$ cat src/rtl/image_pipe_mc_if.sv
// Valid/busy pixel stream bundle: data, start-of-frame and end-of-line flags.
// The producer drives the master side; the consumer drives busy back.
interface image_pipe_mc_if #(
  parameter int DATA_W = 8,
  parameter int NUM_CH = 3
) ();
  logic                     valid;
  logic                     busy;
  logic [NUM_CH*DATA_W-1:0] data;
  logic                     sof;
  logic                     eol;

  modport master (output valid, output data, output sof, output eol, input busy);
  modport slave  (input valid, input data, input sof, input eol, output busy);
endinterface

$ cat src/rtl/image_pipe_mc.sv
// Multi-channel gain/offset pixel stage with frame tracking and a credit-managed output FIFO.
// Optional statistics counters are built when IMAGE_PIPE_MC_STATS_EN is defined.
module image_pipe_mc #(
  parameter int DATA_W     = 8,
  parameter int NUM_CH     = 3,
  parameter int GAIN_W     = 8,
  parameter int GAIN_FRAC  = 4,
  parameter int LINE_W     = 16,
  parameter int LINES      = 4,
  parameter int FIFO_DEPTH = 4
) (
  input  logic                clk,
  input  logic                rst_n,
  image_pipe_mc_if.slave      pix_in,
  image_pipe_mc_if.master     pix_out,
  input  logic                cfg_bypass,
  input  logic [GAIN_W-1:0]   cfg_gain,
  input  logic [DATA_W:0]     cfg_offset,
  input  logic                err_clr,
  output logic                err_line,
  output logic                err_sof
`ifdef IMAGE_PIPE_MC_STATS_EN
  ,
  output logic [15:0]         stat_frames,
  output logic [15:0]         stat_drops,
  output logic [15:0]         stat_stall
`endif
);
  localparam int PIX_W  = (LINE_W > 1) ? $clog2(LINE_W) : 1;
  localparam int LN_W   = $clog2(LINES + 1);
  localparam int PROD_W = DATA_W + GAIN_W;
  localparam int SUM_W  = PROD_W + 2;
  localparam int PX_W   = NUM_CH * DATA_W;
  localparam int AW     = $clog2(FIFO_DEPTH);
  localparam int CNT_W  = AW + 1;
  localparam int OCC_W  = AW + 2;
  localparam int ENT_W  = PX_W + 2;
  localparam logic [PIX_W-1:0]  PIX_LAST  = PIX_W'(LINE_W - 1);
  localparam logic [LN_W-1:0]   LN_LAST   = LN_W'(LINES - 1);
  localparam logic [OCC_W-1:0]  DEPTH_OCC = OCC_W'(FIFO_DEPTH);
  localparam logic [CNT_W-1:0]  CNT_ZERO  = {CNT_W{1'b0}};
  localparam logic [GAIN_W-1:0] GAIN_ONE  = GAIN_W'(1 << GAIN_FRAC);

  typedef enum logic [0:0] {WAIT_SOF = 1'b0, IN_FRAME = 1'b1} frame_st_t;

  // Scale back, add signed offset, clamp into the unsigned sample range.
  function automatic logic [DATA_W-1:0] sat_ch(input logic [PROD_W-1:0] prod,
                                               input logic [DATA_W:0]   off);
    logic signed [SUM_W-1:0] sum;
    sum = $signed({2'b00, (prod >> GAIN_FRAC)}) +
          $signed({{(SUM_W-DATA_W-1){off[DATA_W]}}, off});
    if (sum[SUM_W-1]) begin
      sat_ch = {DATA_W{1'b0}};
    end else if (sum[SUM_W-2:DATA_W] != {(SUM_W-1-DATA_W){1'b0}}) begin
      sat_ch = {DATA_W{1'b1}};
    end else begin
      sat_ch = sum[DATA_W-1:0];
    end
  endfunction

  frame_st_t           state_r;
  logic [PIX_W-1:0]    pix_cnt_r;
  logic [LN_W-1:0]     line_cnt_r;
  logic [GAIN_W-1:0]   gain_r;
  logic [DATA_W:0]     offset_r;
  logic                bypass_r;
  logic                err_line_r, err_sof_r, in_busy_r;
  logic                s1_valid_r, s1_byp_r, s1_sof_r, s1_eol_r;
  logic [PROD_W-1:0]   s1_prod_r [NUM_CH];
  logic [PX_W-1:0]     s1_raw_r;
  logic [DATA_W:0]     s1_off_r;
  logic                s2_valid_r, s2_sof_r, s2_eol_r;
  logic [PX_W-1:0]     s2_data_r;
  logic [ENT_W-1:0]    fifo_mem_r [FIFO_DEPTH];
  logic [AW-1:0]       wr_ptr_r, rd_ptr_r;
  logic [CNT_W-1:0]    cnt_r;
  logic                out_valid_r;

  logic                in_frame_s, accept_s, restart_s, fwd_s, drop_s;
  logic [PIX_W-1:0]    cur_pix_s;
  logic [LN_W-1:0]     cur_line_s;
  logic                last_pix_s, close_s, line_err_s, sof_err_s, frame_done_s;
  logic [GAIN_W-1:0]   eff_gain_s;
  logic [DATA_W:0]     eff_off_s;
  logic                eff_byp_s, push_s, pop_s;
  logic [PX_W-1:0]     s2_next_s;
  logic [CNT_W-1:0]    cnt_next_s;
  logic [OCC_W-1:0]    occ_next_s;
  logic [ENT_W-1:0]    head_s;

  // Accept/drop decode and line bookkeeping; an sof pixel restarts counting at pixel 0.
  always_comb begin
    case (state_r)
      WAIT_SOF: in_frame_s = 1'b0;
      IN_FRAME: in_frame_s = 1'b1;
      default:  in_frame_s = 1'b0;
    endcase
    accept_s     = pix_in.valid && !in_busy_r;
    restart_s    = accept_s && pix_in.sof;
    fwd_s        = accept_s && (pix_in.sof || in_frame_s);
    drop_s       = accept_s && !fwd_s;
    cur_pix_s    = restart_s ? {PIX_W{1'b0}} : pix_cnt_r;
    cur_line_s   = restart_s ? {LN_W{1'b0}} : line_cnt_r;
    last_pix_s   = (cur_pix_s == PIX_LAST);
    close_s      = fwd_s && (pix_in.eol || last_pix_s);
    line_err_s   = fwd_s && (pix_in.eol != last_pix_s);
    sof_err_s    = drop_s || (restart_s && in_frame_s);
    frame_done_s = close_s && (cur_line_s == LN_LAST);
    eff_gain_s   = restart_s ? cfg_gain   : gain_r;
    eff_off_s    = restart_s ? cfg_offset : offset_r;
    eff_byp_s    = restart_s ? cfg_bypass : bypass_r;
  end

  // Frame FSM, counters, latched config and sticky errors (a new error beats err_clr).
  always_ff @(posedge clk or negedge rst_n) begin
    if (!rst_n) begin
      state_r    <= WAIT_SOF;
      pix_cnt_r  <= {PIX_W{1'b0}};
      line_cnt_r <= {LN_W{1'b0}};
      gain_r     <= GAIN_ONE;
      offset_r   <= {(DATA_W+1){1'b0}};
      bypass_r   <= 1'b0;
      err_line_r <= 1'b0;
      err_sof_r  <= 1'b0;
    end else begin
      if (restart_s) begin
        gain_r   <= cfg_gain;
        offset_r <= cfg_offset;
        bypass_r <= cfg_bypass;
      end
      if (fwd_s) begin
        pix_cnt_r <= close_s ? {PIX_W{1'b0}} : (cur_pix_s + PIX_W'(1'b1));
        if (frame_done_s) begin
          line_cnt_r <= {LN_W{1'b0}};
          state_r    <= WAIT_SOF;
        end else begin
          line_cnt_r <= close_s ? (cur_line_s + LN_W'(1'b1)) : cur_line_s;
          state_r    <= IN_FRAME;
        end
      end
      err_line_r <= line_err_s || (err_line_r && !err_clr);
      err_sof_r  <= sof_err_s  || (err_sof_r  && !err_clr);
    end
  end

  // Stage 1: per-channel multiply with the config in force for this pixel.
  always_ff @(posedge clk or negedge rst_n) begin
    if (!rst_n) begin
      s1_valid_r <= 1'b0;
      s1_byp_r   <= 1'b0;
      s1_sof_r   <= 1'b0;
      s1_eol_r   <= 1'b0;
      s1_raw_r   <= {PX_W{1'b0}};
      s1_off_r   <= {(DATA_W+1){1'b0}};
      for (int c = 0; c < NUM_CH; c++) s1_prod_r[c] <= {PROD_W{1'b0}};
    end else begin
      s1_valid_r <= fwd_s;
      if (fwd_s) begin
        s1_byp_r <= eff_byp_s;
        s1_sof_r <= pix_in.sof;
        s1_eol_r <= pix_in.eol;
        s1_raw_r <= pix_in.data;
        s1_off_r <= eff_off_s;
        for (int c = 0; c < NUM_CH; c++)
          s1_prod_r[c] <= PROD_W'(pix_in.data[c*DATA_W +: DATA_W]) * PROD_W'(eff_gain_s);
      end
    end
  end

  // Stage 2 combinational result: bypass keeps the raw sample, same latency.
  always_comb begin
    s2_next_s = {PX_W{1'b0}};
    for (int c = 0; c < NUM_CH; c++)
      s2_next_s[c*DATA_W +: DATA_W] = s1_byp_r ? s1_raw_r[c*DATA_W +: DATA_W]
                                               : sat_ch(s1_prod_r[c], s1_off_r);
  end

  // Stage 2 register.
  always_ff @(posedge clk or negedge rst_n) begin
    if (!rst_n) begin
      s2_valid_r <= 1'b0;
      s2_data_r  <= {PX_W{1'b0}};
      s2_sof_r   <= 1'b0;
      s2_eol_r   <= 1'b0;
    end else begin
      s2_valid_r <= s1_valid_r;
      s2_data_r  <= s1_valid_r ? s2_next_s : s2_data_r;
      s2_sof_r   <= s1_valid_r ? s1_sof_r  : s2_sof_r;
      s2_eol_r   <= s1_valid_r ? s1_eol_r  : s2_eol_r;
    end
  end

  // Credit: everything in flight must fit in the FIFO, so busy looks at next-cycle occupancy.
  always_comb begin
    push_s     = s2_valid_r;
    pop_s      = out_valid_r && !pix_out.busy;
    cnt_next_s = cnt_r + CNT_W'(push_s) - CNT_W'(pop_s);
    occ_next_s = OCC_W'(cnt_next_s) + OCC_W'(fwd_s) + OCC_W'(s1_valid_r);
    head_s     = fifo_mem_r[rd_ptr_r];
  end

  // Output FIFO storage, pointers and registered valid/busy.
  always_ff @(posedge clk or negedge rst_n) begin
    if (!rst_n) begin
      for (int i = 0; i < FIFO_DEPTH; i++) fifo_mem_r[i] <= {ENT_W{1'b0}};
      wr_ptr_r    <= {AW{1'b0}};
      rd_ptr_r    <= {AW{1'b0}};
      cnt_r       <= CNT_ZERO;
      out_valid_r <= 1'b0;
      in_busy_r   <= 1'b1;
    end else begin
      if (push_s) begin
        fifo_mem_r[wr_ptr_r] <= {s2_data_r, s2_sof_r, s2_eol_r};
        wr_ptr_r             <= wr_ptr_r + AW'(1'b1);
      end
      if (pop_s) begin
        rd_ptr_r <= rd_ptr_r + AW'(1'b1);
      end
      cnt_r       <= cnt_next_s;
      out_valid_r <= (cnt_next_s != CNT_ZERO);
      in_busy_r   <= (occ_next_s >= DEPTH_OCC);
    end
  end

  assign pix_in.busy   = in_busy_r;
  assign pix_out.valid = out_valid_r;
  assign pix_out.data  = head_s[ENT_W-1:2];
  assign pix_out.sof   = head_s[1];
  assign pix_out.eol   = head_s[0];
  assign err_line      = err_line_r;
  assign err_sof       = err_sof_r;

`ifdef IMAGE_PIPE_MC_STATS_EN
  logic [15:0] frames_r, drops_r, stall_r;

  // Saturating statistics; err_clr zeroes them.
  always_ff @(posedge clk or negedge rst_n) begin
    if (!rst_n) begin
      frames_r <= 16'h0000;
      drops_r  <= 16'h0000;
      stall_r  <= 16'h0000;
    end else if (err_clr) begin
      frames_r <= 16'h0000;
      drops_r  <= 16'h0000;
      stall_r  <= 16'h0000;
    end else begin
      frames_r <= (frame_done_s && frames_r != 16'hFFFF) ? frames_r + 16'h0001 : frames_r;
      drops_r  <= (drop_s && drops_r != 16'hFFFF) ? drops_r + 16'h0001 : drops_r;
      stall_r  <= (out_valid_r && pix_out.busy && stall_r != 16'hFFFF) ? stall_r + 16'h0001 : stall_r;
    end
  end

  assign stat_frames = frames_r;
  assign stat_drops  = drops_r;
  assign stat_stall  = stall_r;
`endif
endmodule
$ cat src/flat_wrapper.sv
// flat-port wrapper written by rule: the top's interface ports become plain ports
module image_pipe_mc_flat 
#(
  parameter int DATA_W     = 8,
  parameter int NUM_CH     = 3,
  parameter int GAIN_W     = 8,
  parameter int GAIN_FRAC  = 4,
  parameter int LINE_W     = 16,
  parameter int LINES      = 4,
  parameter int FIFO_DEPTH = 4
)
  (clk, rst_n, cfg_bypass, cfg_gain, cfg_offset, err_clr, err_line, err_sof, pix_in_valid, pix_in_data, pix_in_sof, pix_in_eol, pix_in_busy, pix_out_valid, pix_out_data, pix_out_sof, pix_out_eol, pix_out_busy);
  image_pipe_mc_if #(.DATA_W(DATA_W), .NUM_CH(NUM_CH)) pix_in_i ();
  image_pipe_mc_if #(.DATA_W(DATA_W), .NUM_CH(NUM_CH)) pix_out_i ();
  input  logic clk;
  input  logic rst_n;
  input  logic cfg_bypass;
  input  logic [GAIN_W-1:0] cfg_gain;
  input  logic [DATA_W:0] cfg_offset;
  input  logic err_clr;
  output logic err_line;
  output logic err_sof;
  input wire logic [$bits(pix_in_i.valid)-1:0] pix_in_valid;
  input wire logic [$bits(pix_in_i.data)-1:0] pix_in_data;
  input wire logic [$bits(pix_in_i.sof)-1:0] pix_in_sof;
  input wire logic [$bits(pix_in_i.eol)-1:0] pix_in_eol;
  output wire logic [$bits(pix_in_i.busy)-1:0] pix_in_busy;
  output wire logic [$bits(pix_out_i.valid)-1:0] pix_out_valid;
  output wire logic [$bits(pix_out_i.data)-1:0] pix_out_data;
  output wire logic [$bits(pix_out_i.sof)-1:0] pix_out_sof;
  output wire logic [$bits(pix_out_i.eol)-1:0] pix_out_eol;
  input wire logic [$bits(pix_out_i.busy)-1:0] pix_out_busy;
  assign pix_in_i.valid = pix_in_valid;
  assign pix_in_i.data = pix_in_data;
  assign pix_in_i.sof = pix_in_sof;
  assign pix_in_i.eol = pix_in_eol;
  assign pix_in_busy = pix_in_i.busy;
  assign pix_out_valid = pix_out_i.valid;
  assign pix_out_data = pix_out_i.data;
  assign pix_out_sof = pix_out_i.sof;
  assign pix_out_eol = pix_out_i.eol;
  assign pix_out_i.busy = pix_out_busy;
  image_pipe_mc #(.DATA_W(DATA_W), .NUM_CH(NUM_CH), .GAIN_W(GAIN_W), .GAIN_FRAC(GAIN_FRAC), .LINE_W(LINE_W), .LINES(LINES), .FIFO_DEPTH(FIFO_DEPTH)) u_core (.clk(clk), .rst_n(rst_n), .pix_in(pix_in_i), .pix_out(pix_out_i), .cfg_bypass(cfg_bypass), .cfg_gain(cfg_gain), .cfg_offset(cfg_offset), .err_clr(err_clr), .err_line(err_line), .err_sof(err_sof));
endmodule
$ cat config.mk
export PLATFORM = sky130hd
export DESIGN_NAME = image_pipe_mc_flat
export DESIGN_NICKNAME = d
export VERILOG_FILES = /design/src/rtl/image_pipe_mc_if.sv /design/src/rtl/image_pipe_mc.sv /design/src/flat_wrapper.sv
export SDC_FILE = /design/constraint.sdc
export NUM_CORES = 1
export LEC_CHECK = 0
export CELL_PAD_IN_SITES_DETAIL_PLACEMENT = 1
export CELL_PAD_IN_SITES_GLOBAL_PLACEMENT = 2
export CORE_MARGIN = 3
export CORE_UTILIZATION = 41
export CTS_BUF_LIST = sky130_fd_sc_hd__clkbuf_16
export DETAILED_ROUTE_END_ITERATION = 7
export GPL_TIMING_DRIVEN = 0
export PLACE_DENSITY_LB_ADDON = 0.1
export SYNTH_ARGS = -nofsm -noshare
export SYNTH_HDL_FRONTEND = slang
export SYNTH_SLANG_ARGS = --single-unit
$ cat constraint.sdc
create_clock -name clk -period 6.7 [get_ports clk]
set_input_delay 0.67 -clock clk [delete_from_list [all_inputs] [get_ports clk]]
set_output_delay 0.67 -clock clk [all_outputs]
set_load 0.03 [all_outputs]
==> results_dict.tcl, run 1 <==
set metrics [dict create \
    synth.yosys.seq_area_share_pct 33.9 \
    row_count 75 \
    routedWlPerCell_um 19.5 \
    leading_cell_types_in_the_layout_fill_and_taps_excluded "286 x sky130_fd_sc_hd__nand2_1, 239 x sky130_fd_sc_hd__dfrtp_1, 190 x sky130_fd_sc_hd__inv_1, 149 x sky130_fd_sc_hd__ha_1, 112 x sky130_fd_sc_hd__fa_1" \
    postCtsHoldBufs 0 \
    drtPass1Iterations 4 \
    maxSlewViolCount 0 \
    timing.critical_path.fanout_max 10 \
    number_of_enable_flip_flop_cells_after_synthesis 0 \
    layout.cells.non_filler 2497 \
    clkLatencyLatePin_ns 0.57 \
    numCtsBuffers 29 \
    synthesis.instances 1788 \
    drcViolationCount 0 \
    skew_ns 0.00805 \
    synth.distinct_cells 68 \
    initial_antenna_violation_count 0 \
    routed_wirelength_um 48700 \
    die_width_um 214 \
    postRouteAntennaNets 0 \
    place.gp.congestion 0.806 \
    hpwlAfterDp_um 37900 \
    synthesized_area_per_cell_um2 9.96 \
    drv_cap 0 \
    max-clock-path-buffers 3 \
    grt_first_pass_wirelength_um 79800 \
    synth_fp_nets 2098 \
    layout.filler_cells 4733 \
    clk_pin_slew_worst_setup_hold_paths_ns 0.06 \
    final.period_utilization_pct 91.2 \
    slew_headroom_pct 8.02 \
    timing.fmax_ghz 0.164 \
    cts_root_buffer "sky130_fd_sc_hd__clkbuf_16" \
    detail_route.vias_per_cell 5.10 \
    tightestPinTransition_ns 1.37 \
    setup_repair_after_global_routing_missed_its_margin "false" \
    clock_tree.htree_level_count 1 \
    worst_hold_path_type "in2async" \
    worstSetupPathType "in2reg" \
    post-route-min-period_ns 6.11 \
    global_route.overflow_total 0 \
    place.detailed.instances 2443 \
    post_cts_buffers 0 \
    core_mm2 0.0424 \
    report.final.hold_viol_count 0 \
    num_io_pins 79 \
    synthesis_warning_total 0 \
    area_growth_synth_to_finish_pct 14.3 \
    postSynthRegisterBits 241 \
    setup_viol 0 \
    ys.flop_type "sky130_fd_sc_hd__dfrtp_1" \
    post_synth_instance_area_mm2 0.0178 \
    post_cts.resized_instances 0 \
    grt_pass1_vias 14200 \
    worst_ep_arrival_time_ns 6.54 \
    vias 12700 \
    cp.required_ns 7.13 \
    antennaDiodeCount 0 \
    run_status "finished clean" \
    clock_sink_count 241 \
    drt_iter0_drc 569 \
    final_common_cell "sky130_fd_sc_hd__nand2_1" \
    grt_max_degree 104 \
    cp-start-kind "primary input" \
    tritoncts "yes" \
    die_h_um 214 \
    placement.io_buffers 76 \
    fin_nets 2207 \
    fraction_of_final_layout_cells_with_drive_strength_greater_than_1_pct 10.6 \
    design.die.area_mm2 0.0460 \
    cp-end-kind "register" \
    grt_usage_pct 21.7 \
    async_flop_share_pct 100 \
    starting_utilization_of_the_core_area_pct 42.0 \
]
[kinds of logic after synthesis]
logic type / after synthesis / share of synthesized area (%)
buf+inv: 248 / 5.28
xor+xnor: 60 / 3.04
flops: 241 / 33.9
mux: 134 / 10.2
simple gates: 579 / 15.4
fa+ha+maj: 261 / 23.1
compound gates: 265 / 9.10
[worst max-delay path, cell delays in order]
cell and delay [ns]:
sky130_fd_sc_hd__clkdlybuf4s50_1 0.51, sky130_fd_sc_hd__nand3b_1 0.16, sky130_fd_sc_hd__buf_6 0.20, sky130_fd_sc_hd__mux2_2 0.46, sky130_fd_sc_hd__clkbuf_1 0.32, sky130_fd_sc_hd__and2_1 0.28, sky130_fd_sc_hd__fa_1 0.46, sky130_fd_sc_hd__fa_1 0.49
sky130_fd_sc_hd__inv_1 0.05, sky130_fd_sc_hd__fa_1 0.48, sky130_fd_sc_hd__fa_1 0.49, sky130_fd_sc_hd__inv_1 0.04, sky130_fd_sc_hd__ha_1 0.29, sky130_fd_sc_hd__inv_1 0.11, sky130_fd_sc_hd__o21bai_1 0.12, sky130_fd_sc_hd__a21o_1 0.21
sky130_fd_sc_hd__a31o_2 0.26, sky130_fd_sc_hd__a41o_1 0.25, sky130_fd_sc_hd__o41a_1 0.33, sky130_fd_sc_hd__xnor2_1 0.24, sky130_fd_sc_hd__o21ai_1 0.09
[registers in the layout (all words and copies together), names as in the netlist, 2 cells and up]
name               cells
u_core.fifo_mem_r    104
u_core.s1_prod_r      36
u_core.s1_raw_r       24
u_core.s2_data_r      24
u_core.offset_r        9
u_core.s1_off_r        9
u_core.gain_r          8
u_core.pix_cnt_r       4
u_core.cnt_r           3
u_core.line_cnt_r      3
u_core.rd_ptr_r        2
u_core.wr_ptr_r        2
[worst paths after layout]
check / startpoint / endpoint / slack (ns) / cells past startpoint
worst max-delay path: pix_in_sof / u_core.s1_prod_r[47]$_DFFE_PN0P_ / 0.59 / 21
worst min-delay path: rst_n / u_core.pix_out.valid$_DFF_PN0_ / 0.03 / 1
worst max register to register: u_core.pix_in.busy$_DFF_PN1_ / u_core.s1_prod_r[47]$_DFFE_PN0P_ / 0.69 / 20
worst min register to register: u_core.fifo_mem_r[54]$_DFFE_PN0P_ / u_core.fifo_mem_r[54]$_DFFE_PN0P_ / 0.48 / 2
max in group asynchronous: rst_n / u_core.s1_prod_r[23]$_DFFE_PN0P_ / 5.36 / 3
min in group clk: u_core.fifo_mem_r[54]$_DFFE_PN0P_ / u_core.fifo_mem_r[54]$_DFFE_PN0P_ / 0.48 / 2
[stage by stage]
step	area [um^2]	utilization [%]	setup TNS [ns]	worst slack [ns]	hold slack [ns]
after floorplan	17800	-	0	1.34	0.374
after global placement	19300	45.5	-1302.62	-5.46	0.455
after detailed placement	19400	45.6	-0.449	-0.324	0.468
after CTS	20300	48.0	0	0.279	0.0234
after global routing	20300	48.0	0	0.253	0.0463
final	20300	48.0	0	0.588	0.0327
[synth_stat cells (3+ instances only)]
cell type | instances | area (um^2)
sky130_fd_sc_hd__nand2_1 | 286 | 1070
sky130_fd_sc_hd__dfrtp_1 | 239 | 5980
sky130_fd_sc_hd__inv_1 | 183 | 687
sky130_fd_sc_hd__ha_1 | 149 | 1860
sky130_fd_sc_hd__fa_1 | 112 | 2240
sky130_fd_sc_hd__and2_1 | 107 | 669
sky130_fd_sc_hd__mux2_2 | 103 | 1160
sky130_fd_sc_hd__o21ai_0 | 96 | 480
sky130_fd_sc_hd__a21oi_1 | 68 | 340
sky130_fd_sc_hd__nor2_1 | 58 | 218
sky130_fd_sc_hd__clkbuf_1 | 55 | 206
sky130_fd_sc_hd__nor2b_1 | 53 | 332
sky130_fd_sc_hd__xnor2_1 | 33 | 289
sky130_fd_sc_hd__mux4_2 | 26 | 586
sky130_fd_sc_hd__xor2_1 | 25 | 219
sky130_fd_sc_hd__nor3_1 | 18 | 90.1
sky130_fd_sc_hd__nand3_1 | 17 | 85.1
sky130_fd_sc_hd__o21ai_1 | 17 | 85.1
sky130_fd_sc_hd__a21o_1 | 15 | 113
sky130_fd_sc_hd__o21bai_1 | 10 | 75.1
sky130_fd_sc_hd__nor4_1 | 9 | 56.3
sky130_fd_sc_hd__and3_1 | 7 | 43.8
sky130_fd_sc_hd__buf_1 | 7 | 26.3
sky130_fd_sc_hd__nand2b_1 | 7 | 43.8
sky130_fd_sc_hd__o21a_1 | 7 | 52.6
sky130_fd_sc_hd__a31oi_1 | 5 | 31.3
sky130_fd_sc_hd__o221ai_1 | 5 | 43.8
sky130_fd_sc_hd__o31ai_1 | 5 | 37.5
sky130_fd_sc_hd__a211oi_1 | 4 | 30.0
sky130_fd_sc_hd__or3_1 | 4 | 25.0
sky130_fd_sc_hd__and4b_1 | 3 | 30.0
sky130_fd_sc_hd__mux2i_1 | 3 | 30.0
sky130_fd_sc_hd__nand3b_1 | 3 | 22.5
sky130_fd_sc_hd__o211ai_1 | 3 | 22.5
sky130_fd_sc_hd__o21ai_2 | 3 | 26.3
[routing by layer]
metal  routed length [um]  vias to the layer above  global-route usage (%)
li1                     -                     6181                       -
met1                23200                     6343                    30.0
met2                23300                      143                    37.4
met3                 1140                       56                    2.22
met4                 1070                        0                    4.59
met5                    0                        -                       0
[area by class of cell]
class | count | area (um^2) | share of cell area [%]
Clock inverter | 25 | 268 | 1.32
Tap cell | 577 | 722 | 3.55
Sequential cell | 241 | 6030 | 29.7
Clock buffer | 29 | 726 | 3.57
Buffer | 65 | 254 | 1.25
Inverter | 183 | 687 | 3.38
Timing Repair Buffer | 78 | 821 | 4.03
Multi-Input combinational cell | 1299 | 10800 | 53.3
Power of run 1 is left out: the tool's default activity adds up to more than one toggle a clock period on the data nets, which glitch-free logic cannot reach.
==> run 2: changes to the inputs <==
- CORE_MARGIN: 3 -> default
- SKIP_CTS_REPAIR_TIMING: default -> 1
==> run 2 against run 1 <==
  * First-iteration DRC count rose by 6.2%
  * Non-clock buffer count grew 1
  * Cell count is essentially flat
  * Die area fell by 3.7%
  * Final area is 0.56% higher
  * Core utilization is 0.27 points higher
  * Hold slack improved by 0.45 ns
  * Sequential cell count stayed put
  * Critical path depth stayed put
  * Sequential share of layout area fell by 0.16 points
  * Critical endpoint unchanged
==> results_dict.tcl, run 2 (same netlist as run 1, synthesis figures left out) <==
set metrics [dict create \
    fin_area_mm2 0.0205 \
    setup_viol 0 \
    largest_register_ffs 104 \
    tritoncts "yes" \
    worstSetupPathType "in2reg" \
    cts_root_buffer "sky130_fd_sc_hd__clkbuf_16" \
    final_core_utilization_pct 48.2 \
    tightestPinTransition_ns 0.927 \
    fin_nets 2209 \
    worst_hold_path_type "reg2reg" \
    finalHoldWorstSlack_ns 0.478 \
    area_growth_synth_to_finish_pct 14.9 \
    num_io_pins 79 \
    worstHoldPathCells 2 \
    routedWlPerCell_um 19.5 \
    antennaDiodeCount 0 \
    placement_setup_slack_ns -0.406 \
    routed_wirelength_um 48600 \
    grt_first_pass_wirelength_um 80000 \
    cp-end-kind "register" \
    hpwlAfterDp_um 37600 \
    final.period_utilization_pct 92.4 \
    top_register "u_core.fifo_mem_r" \
    maxSlewViolCount 0 \
    initial_antenna_violation_count 0 \
    worst_r2r_path_depth 20 \
    vias 12900 \
    startpoint_of_the_tightest_hold_check_path "u_core.s1_prod_r[29]$_DFFE_PN0P_" \
    grt_pass1_vias 14300 \
    skew_ns 0.0205 \
    report.final.hold_viol_count 0 \
    design.die.area_mm2 0.0443 \
    drcViolationCount 0 \
    r2r_slack_ns 0.62 \
    place.gp.congestion 0.840 \
    die_h_um 210 \
    min_to "u_core.s1_prod_r[29]$_DFFE_PN0P_" \
    top_regs "u_core.fifo_mem_r x104, u_core.s1_prod_r x36" \
    max-clock-path-buffers 3 \
    global_route.overflow_total 0 \
    row_count 75 \
    run_status "finished clean" \
    die_width_um 210 \
    fraction_of_final_layout_cells_with_drive_strength_greater_than_1_pct 10.6 \
    final_common_cell "sky130_fd_sc_hd__nand2_1" \
    drtPass1Iterations 4 \
    clk_pin_slew_worst_setup_hold_paths_ns 0.06 \
    layout.filler_cells 4791 \
    numCtsBuffers 30 \
    grt_usage_pct 23.1 \
    timing.fmax_ghz 0.161 \
    leading_cell_types_in_the_layout_fill_and_taps_excluded "286 x sky130_fd_sc_hd__nand2_1, 239 x sky130_fd_sc_hd__dfrtp_1, 186 x sky130_fd_sc_hd__inv_1, 149 x sky130_fd_sc_hd__ha_1, 112 x sky130_fd_sc_hd__fa_1" \
    starting_utilization_of_the_core_area_pct 42.0 \
    slew_headroom_pct 38.2 \
    setup_repair_after_global_routing_missed_its_margin "false" \
    clock_tree.htree_level_count 1 \
    core_mm2 0.0424 \
    detail_route.vias_per_cell 5.18 \
    drt_iter0_drc 604 \
    final.setup.worst_slack_ns 0.506 \
    drv_cap 0 \
    postRouteAntennaNets 0 \
    post-route-min-period_ns 6.19 \
    clkLatencyLatePin_ns 0.59 \
    placement.io_buffers 76 \
    cp-start-kind "primary input" \
    grt_max_degree 111 \
    placed_cell_area_mm2 0.0194 \
    crit-reg2reg-capture "u_core.s1_prod_r[47]$_DFFE_PN0P_" \
    clock_sink_count 241 \
    worst_ep_arrival_time_ns 6.63 \
    reg2reg_from "u_core.pix_in.busy$_DFF_PN1_" \
    timing.critical_path.fanout_max 10 \
    cp.required_ns 7.14 \
]
## run 2: cell count changes in the layout (fill, tap and decap cells not counted), sizes merged
cell         previous run  this run
dlygate4sd3             0         1
inv                   191       186
clkinv                  8        11
bufinv                  5         8
clkbuf                 84        85
clkinvlp                4         2
## run 2: worst max-delay path by stage
stage / startpoint / to / slack, ns / cells past startpoint
final: pix_in_sof / u_core.s1_prod_r[47]$_DFFE_PN0P_ / 0.51 / 21
after global routing: pix_in_sof / u_core.s1_prod_r[47]$_DFFE_PN0P_ / 0.29 / 20
after CTS: pix_in_sof / u_core.s1_prod_r[47]$_DFFE_PN0P_ / 0.20 / 20
after detailed placement: pix_in_sof / u_core.s1_prod_r[47]$_DFFE_PN0P_ / -0.41 / 20
after global placement: rst_n / u_core.s1_prod_r[31]$_DFFE_PN0P_ / -5.38 / 1
after floorplan: u_core.pix_in.busy$_DFF_PN1_ / u_core.s1_prod_r[47]$_DFFE_PN0P_ / 1.34 / 20
## run 2: metal layers
layer	global-route usage (%)	vias up	wire length, um
li1	-	6162	-
met1	31.0	6582	22900
met2	40.2	156	23500
met3	2.74	49	1350
met4	4.60	0	872
met5	0	-	0
## run 2: worst max-delay path, stage by stage
cell	delay (ns)
sky130_fd_sc_hd__clkdlybuf4s50_1	0.53
sky130_fd_sc_hd__nand3b_1	0.17
sky130_fd_sc_hd__buf_6	0.22
sky130_fd_sc_hd__mux2_2	0.46
sky130_fd_sc_hd__clkbuf_1	0.31
sky130_fd_sc_hd__and2_1	0.27
sky130_fd_sc_hd__fa_1	0.46
sky130_fd_sc_hd__fa_1	0.49
sky130_fd_sc_hd__inv_1	0.05
sky130_fd_sc_hd__fa_1	0.49
sky130_fd_sc_hd__fa_1	0.50
sky130_fd_sc_hd__inv_1	0.04
sky130_fd_sc_hd__ha_1	0.28
sky130_fd_sc_hd__inv_1	0.11
sky130_fd_sc_hd__o21bai_1	0.12
sky130_fd_sc_hd__a21o_1	0.22
sky130_fd_sc_hd__a31o_2	0.26
sky130_fd_sc_hd__a41o_1	0.26
sky130_fd_sc_hd__o41a_1	0.32
sky130_fd_sc_hd__xnor2_1	0.30
sky130_fd_sc_hd__o21ai_1	0.09
## run 2: per-stage QoR
| stage | std cells | setup TNS, ns |
|---|---|---|
| 6_report | 2498 | 0 |
| 5_1_grt | 2498 | 0 |
| 4_1_cts | 2497 | 0 |
| 3_5_place_dp | 2443 | -0.766 |
| 3_3_place_gp | 2441 | -1282.90 |
| 2_1_floorplan | 1788 | 0 |
## run 2: layout make-up
class,instances,area [um^2],share of cell area (%)
inverter,183,687,3.36
multi-input combinational,1299,10800,53.0
timing repair buffer,79,831,4.06
tap,577,722,3.53
clock buffer,30,751,3.67
clock inverter,24,343,1.68
buffer,65,254,1.24
sequential,241,6030,29.5
Power of run 2 is left out for the same reason.
==> run 3: changes to the inputs <==
- ABC_AREA: default -> 1
- CORE_UTILIZATION: 41 -> 37
==> run 3 against run 2 <==
  * Global-route usage rose by 1.2 points
  * Critical path type unchanged
  * Die area rose by 15%
  * Clock-buffer cell count did not move
  * Cell count rose by 28%
  * Largest cell class unchanged
==> results_dict.tcl, run 3 <==
set metrics [dict create \
    cts_root_buffer "sky130_fd_sc_hd__clkbuf_16" \
    global_route.overflow_total 0 \
    crit-reg2reg-capture "u_core.s1_prod_r[46]$_DFFE_PN0P_" \
    run_status "finished clean" \
    row_count 81 \
    worst_ep_arrival_time_ns 6.40 \
    clk_pin_slew_worst_setup_hold_paths_ns 0.06 \
    critical_path.startpoint "pix_in_valid" \
    synthesized_area_per_cell_um2 7.72 \
    drtPass1Iterations 5 \
    routed_wirelength_um 60000 \
    placement.io_buffers 78 \
    postSynthRegisterBits 241 \
    synthesis_warning_total 0 \
    antennaDiodeCount 0 \
    maxSlewViolCount 0 \
    regArea_mm2 0.00603 \
    multi_input_combinational_cell_area_mm2 0.0107 \
    numCtsBuffers 30 \
    number_of_enable_flip_flop_cells_after_synthesis 0 \
    final.period_utilization_pct 88.5 \
    clock_tree.htree_level_count 1 \
    timing.critical_path.fanout_max 10 \
    drcViolationCount 0 \
    drv_cap 0 \
    max-clock-path-buffers 3 \
    layout.filler_cells 6109 \
    core_mm2 0.0491 \
    final_common_cell "sky130_fd_sc_hd__nand2_1" \
    setup_tns_ns 0 \
    post_synth_instance_area_mm2 0.0184 \
    area_growth_synth_to_finish_pct 14.0 \
    largest_register_ffs 104 \
    grt_first_pass_wirelength_um 95300 \
    die_width_um 225 \
    synth.cells.most_frequent "557 x sky130_fd_sc_hd__nand2_1, 368 x sky130_fd_sc_hd__inv_1, 285 x sky130_fd_sc_hd__nor2_1, 239 x sky130_fd_sc_hd__dfrtp_1, 214 x sky130_fd_sc_hd__o21ai_0" \
    post-route-min-period_ns 5.93 \
    r2r_slack_ns 0.81 \
    cp-start-kind "primary input" \
    report.final.hold_viol_count 0 \
    worst_hold_path_type "in2async" \
    netlist_top_cells_area "sky130_fd_sc_hd__dfrtp_1 32%, sky130_fd_sc_hd__fa_1 12%, sky130_fd_sc_hd__nand2_1 11%" \
    fraction_of_final_layout_cells_with_drive_strength_greater_than_1_pct 4.87 \
    timing.fmax_ghz 0.169 \
    worstSetupPathType "in2reg" \
    leading_cell_types_in_the_layout_fill_and_taps_excluded "557 x sky130_fd_sc_hd__nand2_1, 378 x sky130_fd_sc_hd__inv_1, 285 x sky130_fd_sc_hd__nor2_1, 239 x sky130_fd_sc_hd__dfrtp_1, 214 x sky130_fd_sc_hd__o21ai_0" \
    synth_top_area_share_pct 32.4 \
    place.gp.congestion 0.885 \
    grt_max_degree 104 \
    async_flop_share_pct 100 \
    cp-end-kind "register" \
    fin_nets 2812 \
    synth_area_leader_cell "sky130_fd_sc_hd__dfrtp_1" \
    reg2reg_from "u_core.pix_in.busy$_DFF_PN1_" \
    initial_antenna_violation_count 0 \
    grt_pass1_vias 16900 \
    drt_iter0_drc 641 \
    setup_viol 0 \
    routedWlPerCell_um 18.8 \
    clkLatencyLatePin_ns 0.60 \
    tightestPinTransition_ns 1.02 \
    die_h_um 225 \
    vias 15800 \
    tritoncts "yes" \
    clock_sink_count 241 \
    synthesis.instances 2390 \
    skew_ns 0.0294 \
    design.die.area_mm2 0.0508 \
    top_register "u_core.fifo_mem_r" \
    slew_headroom_pct 32.0 \
    synth_fp_nets 2700 \
    ys.flop_type "sky130_fd_sc_hd__dfrtp_1" \
    post-synth-top-count-cell "sky130_fd_sc_hd__nand2_1" \
    synth.distinct_cells 41 \
    starting_utilization_of_the_core_area_pct 37.6 \
    cp.required_ns 7.16 \
    postRouteAntennaNets 0 \
    detail_route.vias_per_cell 4.96 \
    setup_repair_after_global_routing_missed_its_margin "false" \
    num_io_pins 79 \
    grt_usage_pct 24.3 \
    placement_setup_slack_ns 0.0632 \
    synth.yosys.seq_area_share_pct 32.7 \
    hpwlAfterDp_um 48500 \
    worst_r2r_path_depth 23 \
    final.setup.worst_slack_ns 0.768 \
    top_regs "u_core.fifo_mem_r x104, u_core.s1_prod_r x36" \
]
## run 3: cell types whose count changed after synthesis, moves of 20 or more
cell | previous run | this run
sky130_fd_sc_hd__nand2_1 | 286 | 557
sky130_fd_sc_hd__nor2_1 | 58 | 285
sky130_fd_sc_hd__inv_1 | 183 | 368
sky130_fd_sc_hd__o21ai_0 | 96 | 214
sky130_fd_sc_hd__mux2_2 | 103 | 0
sky130_fd_sc_hd__and2_1 | 107 | 5
sky130_fd_sc_hd__nand3_1 | 17 | 91
sky130_fd_sc_hd__nor2b_1 | 53 | 0
sky130_fd_sc_hd__a21oi_1 | 68 | 97
sky130_fd_sc_hd__mux4_2 | 26 | 0
sky130_fd_sc_hd__o22ai_1 | 0 | 26
sky130_fd_sc_hd__buf_2 | 2 | 22
## run 3: area by class of cell
| class | count | area share, % |
|---|---|---|
| Sequential cell | 241 | 28.7 |
| Multi-Input combinational cell | 1699 | 50.8 |
| Clock buffer | 30 | 3.57 |
| Buffer | 78 | 1.52 |
| Clock inverter | 25 | 0.797 |
| Tap cell | 664 | 3.95 |
| Inverter | 372 | 6.64 |
| Timing Repair Buffer | 80 | 4.00 |
## run 3: metal layers
layer	global-route usage (%)	vias up	part of all wire (%)
li1	-	7740	-
met4	6.56	0	2.7
met3	2.26	63	2.2
met5	0	-	0
met1	31.1	7844	45
met2	43.6	176	50
## run 3: worst max path at each step
stage / end / depth (start not counted) / slack (ns)
floorplan: u_core.s1_prod_r[14]$_DFFE_PN0P_ / 23 / 1.62
global placement: u_core.gain_r[7]$_DFF_PN0_ / 1 / -5.88
detailed placement: u_core.s1_prod_r[14]$_DFFE_PN0P_ / 23 / 0.06
CTS: u_core.s1_prod_r[14]$_DFFE_PN0P_ / 23 / 0.67
global route: u_core.s1_prod_r[14]$_DFFE_PN0P_ / 24 / 0.34
finish: u_core.s1_prod_r[46]$_DFFE_PN0P_ / 23 / 0.77
## run 3: worst max-delay path: stages
cell                              delay [ns]
sky130_fd_sc_hd__clkdlybuf4s50_1        0.49
sky130_fd_sc_hd__nand2_2                0.11
sky130_fd_sc_hd__nor2_4                 0.22
sky130_fd_sc_hd__inv_2                  0.15
sky130_fd_sc_hd__buf_2                  0.28
sky130_fd_sc_hd__o21ai_1                0.44
sky130_fd_sc_hd__buf_2                  0.37
sky130_fd_sc_hd__nor2_1                 0.11
sky130_fd_sc_hd__fa_1                   0.52
sky130_fd_sc_hd__fa_1                   0.53
sky130_fd_sc_hd__fa_1                   0.52
sky130_fd_sc_hd__inv_1                  0.06
sky130_fd_sc_hd__fa_1                   0.48
sky130_fd_sc_hd__inv_1                  0.04
sky130_fd_sc_hd__ha_1                   0.32
sky130_fd_sc_hd__a21oi_1                0.14
sky130_fd_sc_hd__inv_1                  0.07
sky130_fd_sc_hd__a21oi_1                0.21
sky130_fd_sc_hd__inv_1                  0.09
sky130_fd_sc_hd__a211oi_1               0.26
sky130_fd_sc_hd__nand3_1                0.11
sky130_fd_sc_hd__nand3_1                0.12
sky130_fd_sc_hd__nand2_1                0.06
## run 3: cell families after synthesis
family                   synth area share, %
AND/OR/NAND/NOR                         22.4
buffers and inverters                   9.31
AO/OA/AOI/OAI                           11.2
adder cells (fa/ha/maj)                 22.3
flip-flops                              32.7
XOR/XNOR                                2.18
## run 3: through the flow
| step | util [%] | area (um^2) | hold WS, ns | instances |
|---|---|---|---|---|
| after floorplan | - | 18400 | 0.374 | 2390 |
| after global placement | 40.9 | 20100 | 0.450 | 3132 |
| after detailed placement | 41.0 | 20100 | 0.457 | 3134 |
| after CTS | 42.9 | 21000 | 0.0383 | 3189 |
| after global routing | 42.9 | 21000 | 0.0458 | 3189 |
| final | 42.9 | 21000 | 0.0101 | 3189 |
Power of run 3 is left out for the same reason.
